### config.mk
export PLATFORM = sky130hd
export DESIGN_NAME = cla_serial_addsub
export DESIGN_NICKNAME = d
export VERILOG_FILES = /design/src/rtl/cla_pkg.sv /design/src/rtl/cla_nibble_slice.sv /design/src/rtl/cla_serial_addsub.sv
export SDC_FILE = /design/constraint.sdc
export NUM_CORES = 1
export LEC_CHECK = 0
export ABC_AREA = 0
export CAP_MARGIN = 20
export CORE_AREA = 8 8 81 83
export CTS_CLUSTER_DIAMETER = 120
export DETAILED_ROUTE_END_ITERATION = 7
export DIE_AREA = 0 0 89 91
export PLACE_DENSITY_LB_ADDON = 0.2
export SETUP_SLACK_MARGIN = 0.1
export SLEW_MARGIN = 20
export SYNTH_ARGS = -nofsm -noshare
export SYNTH_HDL_FRONTEND = slang
export SYNTH_SLANG_ARGS = --single-unit
### constraint.sdc
create_clock -name clk -period 6.1 [get_ports clk]
set_input_delay 0.61 -clock clk [delete_from_list [all_inputs] [get_ports clk]]
set_output_delay 0.61 -clock clk [all_outputs]
set_load 0.005 [all_outputs]
### src/rtl/cla_pkg.sv
// Shared definitions for the serial CLA adder/subtractor: slice width,
// FSM state encoding and the signed saturation helper.
package cla_pkg;

  localparam int SLICE_W   = 4;
  // Widest result the saturation helper can build; callers cast down to WIDTH.
  localparam int SAT_MAX_W = 256;

  typedef enum logic [1:0] {
    ST_IDLE = 2'd0,
    ST_RUN  = 2'd1,
    ST_DONE = 2'd2
  } state_t;

  // Signed saturation value for a width-bit result:
  // msb=0 -> 0x7F..F (positive limit), msb=1 -> 0x80..0 (negative limit).
  function automatic logic [SAT_MAX_W-1:0] sat_value(input logic msb, input int width);
    logic [SAT_MAX_W-1:0] one;
    logic [SAT_MAX_W-1:0] lim;
    one = SAT_MAX_W'(1);
    lim = one << (width - 1);
    if (!msb) lim = lim - one;
    return lim;
  endfunction

endpackage

### src/rtl/cla_nibble_slice.sv
// Combinational 4-bit carry-lookahead slice. Also exposes the carry into
// bit 3 so the caller can form signed overflow on the top slice.
module cla_nibble_slice (
  input  logic [3:0] x,
  input  logic [3:0] y,
  input  logic       ci,
  output logic [3:0] s,
  output logic       co,
  output logic       c3
);

  logic [3:0] g;
  logic [3:0] p;
  logic       c1;
  logic       c2;

  assign g = x & y;
  assign p = x ^ y;

  // Lookahead carries, each computed directly from generate/propagate terms.
  assign c1 = g[0] | (p[0] & ci);
  assign c2 = g[1] | (p[1] & g[0]) | (p[1] & p[0] & ci);
  assign c3 = g[2] | (p[2] & g[1]) | (p[2] & p[1] & g[0]) | (p[2] & p[1] & p[0] & ci);
  assign co = g[3] | (p[3] & g[2]) | (p[3] & p[2] & g[1]) | (p[3] & p[2] & p[1] & g[0])
            | (p[3] & p[2] & p[1] & p[0] & ci);

  assign s = p ^ {c3, c2, c1, ci};

endmodule

### src/rtl/cla_serial_addsub.sv
// Multi-cycle WIDTH-bit adder/subtractor: one 4-bit CLA slice per clock,
// LSB slice first, with a registered carry between slices.
// Optional feature macro: ADDSUB_SAT_EN -- when defined, an overflowing
// result is replaced by the signed saturation value (latency unchanged).
module cla_serial_addsub
  import cla_pkg::*;
#(
  parameter int WIDTH = 16
) (
  input  logic             clk,
  input  logic             rst_n,
  input  logic             in_valid,
  output logic             in_ready,
  input  logic [WIDTH-1:0] a,
  input  logic [WIDTH-1:0] b,
  input  logic             sub,
  input  logic             cin,
  output logic             out_valid,
  input  logic             out_ready,
  output logic [WIDTH-1:0] sum,
  output logic             cout,
  output logic             ovf
);

  localparam int NSLICE = WIDTH / SLICE_W;
  localparam int KW     = (NSLICE > 1) ? $clog2(NSLICE) : 1;
  localparam logic [KW-1:0] K_LAST = KW'(NSLICE - 1);

  state_t           state;
  state_t           state_next;
  logic [WIDTH-1:0] a_q;
  logic [WIDTH-1:0] b_q;      // already inverted in subtract mode
  logic             carry_q;
  logic [KW-1:0]    k;
  logic [WIDTH-1:0] sum_upd;

  logic [3:0] x;
  logic [3:0] y;
  logic [3:0] s;
  logic       co;
  logic       c3;
  logic       accept;
  logic       consume;
  logic       last;

  assign accept  = in_valid & in_ready;
  assign consume = out_valid & out_ready;
  assign last    = (k == K_LAST);

  // The single shared slice works on nibble k of the registered operands.
  assign x = a_q[int'(k)*SLICE_W +: SLICE_W];
  assign y = b_q[int'(k)*SLICE_W +: SLICE_W];

  cla_nibble_slice u_slice (
    .x  (x),
    .y  (y),
    .ci (carry_q),
    .s  (s),
    .co (co),
    .c3 (c3)
  );

  // State register.
  always_ff @(posedge clk or negedge rst_n) begin
    // NOTE: clocked state uses non-blocking (<=) so every register samples
    // pre-edge values; blocking here would create order-dependent races.
    if (!rst_n) state <= ST_IDLE;
    else        state <= state_next;
  end

  // Next-state and handshake outputs.
  always_comb begin
    // NOTE: every output of this block gets a default first, so no path
    // through the case can leave a signal unassigned and infer a latch.
    state_next = state;
    in_ready   = 1'b0;
    out_valid  = 1'b0;
    case (state)
      ST_IDLE: begin
        in_ready = 1'b1;
        if (accept) state_next = ST_RUN;
      end
      ST_RUN: begin
        if (last) state_next = ST_DONE;
      end
      ST_DONE: begin
        out_valid = 1'b1;
        if (out_ready) state_next = ST_IDLE;
      end
      default: state_next = ST_IDLE;
    endcase
  end

  // Result with the current slice merged in; saturates on the final slice when enabled.
  always_comb begin
    sum_upd = sum;
    sum_upd[int'(k)*SLICE_W +: SLICE_W] = s;
`ifdef ADDSUB_SAT_EN
    if (last && (co ^ c3)) sum_upd = WIDTH'(sat_value(a_q[WIDTH-1], WIDTH));
`endif
  end

  // Operand capture on accept, then one slice per RUN cycle.
  always_ff @(posedge clk or negedge rst_n) begin
    if (!rst_n) begin
      a_q     <= '0;
      b_q     <= '0;
      carry_q <= 1'b0;
      k       <= '0;
      sum     <= '0;
      cout    <= 1'b0;
      ovf     <= 1'b0;
    end else if (accept) begin
      a_q     <= a;
      b_q     <= sub ? ~b : b;
      carry_q <= sub ? 1'b1 : cin;
      k       <= '0;
    end else if (state == ST_RUN) begin
      sum     <= sum_upd;
      carry_q <= co;
      if (last) begin
        k    <= '0;
        cout <= co;
        ovf  <= co ^ c3;
      end else begin
        k <= k + KW'(1);
      end
    end
  end

endmodule

==> out/results.txt <==
GP Congestion: 0.7936
GRT met2 Usage: 0.2412
Synth Register Bits: 55
GRT Overall Usage: 0.1421
Max Freq: 359.5 MHz
DR WL/cell: 15.41 um
clk_lat worst skew: 0.31 ns
Final setup violation count: 0
Max Cap Viol: 0
DR vias: 1795
post-route minimum period: 2.781 ns
r2r endpoint: sum[10]
kind of critical path: reg2reg
top-area cell type share of the netlist area: 0.4850
synth top area cells: dfrtp_1 (49%), mux2_4 (8.5%), xnor2_1 (5.2%), ha_1 (4.9%), mux4_2 (4.8%)
Die Wd: 89 um
# Post-CTS Setup Buffers: 0
Avg Vias per Cell: 5.143
syn_area_per_cell: 12.84 um^2
sequential group share of total power: 0.327
GR Util met3: 0.03423
sw frac: 0.3921
fin crit share: 0.4559
worst-case clock buffer depth: 2
slew of the pin with the lowest slew margin: 0.9909 ns
Psw: 0.7854 mW
clock slew at reported path FFs: 0.10 ns
Yosys top cell by area: dfrtp_1
highest-count cells in the layout ignoring fill and taps: clkdlybuf4s50_1 (56), dfrtp_1 (55), nor2_1 (20)
Post-CTS Hold Buffers: 0
Slew Limit Fails: 0
RSZ-0062 raised after global routing: false
Die H: 91 um
power density over cell area: 563.3 mW/mm^2
CP arrival: 2.96 ns
hold_ws: 0.4057 ns
# IOs: 58
Std-Cell Core Area: 0.005338 mm^2
drc violations: 0
TritonRoute pass-1 iters: 4
vias in the first global route: 1947
Mapped Cells: 221
Initial Utilization: 0.5316
slew margin rel.: 0.3380
peak supply drop: 0.2562 mV
net count after synthesis: 271
FF-to-FF Start: k[0]
antenna violations before repair: 0
htree depth: 2
Placement Rows: 27
CTS sink cnt: 55
Final Hold Vio Count: 0
CTS tree: done
gr busiest metal: met2
Critical Path Sink Type: flip-flop
Layout area overhead: 25.31%
Nets: 326
commonest non-fill, non-tap cell in the layout: clkdlybuf4s50_1
largest net degree at the start of global routing: 56
post-cts resize count: 0
Worst Clk Skew: 0.008914 ns
clock root buffer: clkbuf_8
ANT cells: 0
worst reg2reg setup slack: 3.32 ns
reg2reg path depth: 6
setup TNS: 0 ns
Post-DP HPWL: 4104 um
critical path required time: 6.28 ns
Comb pwr share: 0.532
Port Buffers: 57
post-synthesis sequential area ratio: 0.4850
critical-path maximum fanout: 16
Core Util, Final: 0.6662
overall power: 2.003 mW
Synth Cell Area: 0.002838 mm^2
status: complete, no violations
CTS buffer count: 5
Routed Wire Length: 5378 um
Pint: 1.217 mW
first-pass GRT wire length: 9204 um
Finished Cell Area: 0.003556 mm^2
startpoint types: flip-flop
DRT iter0 DRCs: 45
Yosys Warn Count: 0
die area: 0.008099 mm^2
Area after DPL: 0.003420 mm^2
post-synthesis cell type count: 36
Lkg Pwr: 1.499 nW
class of the worst hold path: in2async
global route total overflow: 0
met1 Use GR: 0.1759
ANT nets after route: 0
share of cells above drive strength 1: 0.1913
clock network fraction of total power: 0.141
state kept, by name (all words and copies together) (netlist names):
name	count
carry_q	1
a_q	16
ovf	1
k	2
cout	1
sum	16
b_q	16
state	2
worst max-delay path, cell delays in order (launching register included):
cell and delay, ns:
dfrtp_1 0.82, mux4_2 0.65, ha_1 0.36, a21o_1 0.19
a21oi_1 0.16, xor2_1 0.34, o31ai_1 0.14
cell type report:
class	count	area, um^2
tap	72	90.09
clock buffer	5	68.82
fill	428	1782
timing repair buffer	58	573.1
clock inverter	3	67.56
multi-input combinational	152	1365
sequential	55	1376
inverter	4	15.01
power by group through the flow:
stage / registers, mW / clock network [mW] / logic (mW)
3_3_place_gp: 0.659 / 0 / 1.05
6_report: 0.656 / 0.282 / 1.06
3_5_place_dp: 0.667 / 0 / 1.08
2_1_floorplan: 0.608 / 0 / 0.836
4_1_cts: 0.660 / 0.287 / 1.08
5_1_grt: 0.681 / 0.302 / 1.18
cells by family (layout without fill, tap and decap cells):
logic type | after synthesis | after routing | synth area share
flip-flops | 55 | 55 | 0.4850
AND/OR/NAND/NOR | 49 | 49 | 0.08862
AO/OA/AOI/OAI | 46 | 46 | 0.1177
multiplexers | 26 | 26 | 0.1578
XOR/XNOR | 19 | 19 | 0.06129
buffers and inverters | 14 | 70 | 0.03395
adder cells (fa/ha/maj) | 12 | 12 | 0.05556
worst max-delay path by stage:
stage                          to  from  slack, ns
final                     sum[10]  k[0]       3.32
after global routing      sum[10]  k[0]       3.12
after CTS                 sum[10]  k[0]       3.28
after detailed placement   sum[6]  k[0]       3.30
after global placement     sum[2]  k[0]       3.34
after floorplan           sum[10]  k[0]       3.68
synthesized netlist by cell type (all sizes together):
cell type and count:
a211oi 1, a21o 1, a21oi 19, a22o 9, and2 1, buf 9
clkbuf 1, dfrtp 55, fa 1, ha 11, inv 4, mux2 16
mux2i 2, mux4 8, nand2 18, nand2b 1, nand3b 2, nor2 25
nor2b 1, o21ai 4, o21bai 2, o221ai 1, o31ai 9, or3 1
xnor2 17, xor2 2
per-layer routing:
layer  wire length [um]  part of all wire
met1               2375              0.44
met2               2721              0.51
met3                219             0.041
met4                 62             0.012
met5                  0                 0
through the flow:
stage,worst slack (ns),std cells
6_report,3.319,349
5_1_grt,3.117,349
4_1_cts,3.276,349
3_5_place_dp,3.300,341
3_3_place_gp,3.339,341
2_1_floorplan,3.680,221
Note: power is estimated with default switching activity, not from simulation.
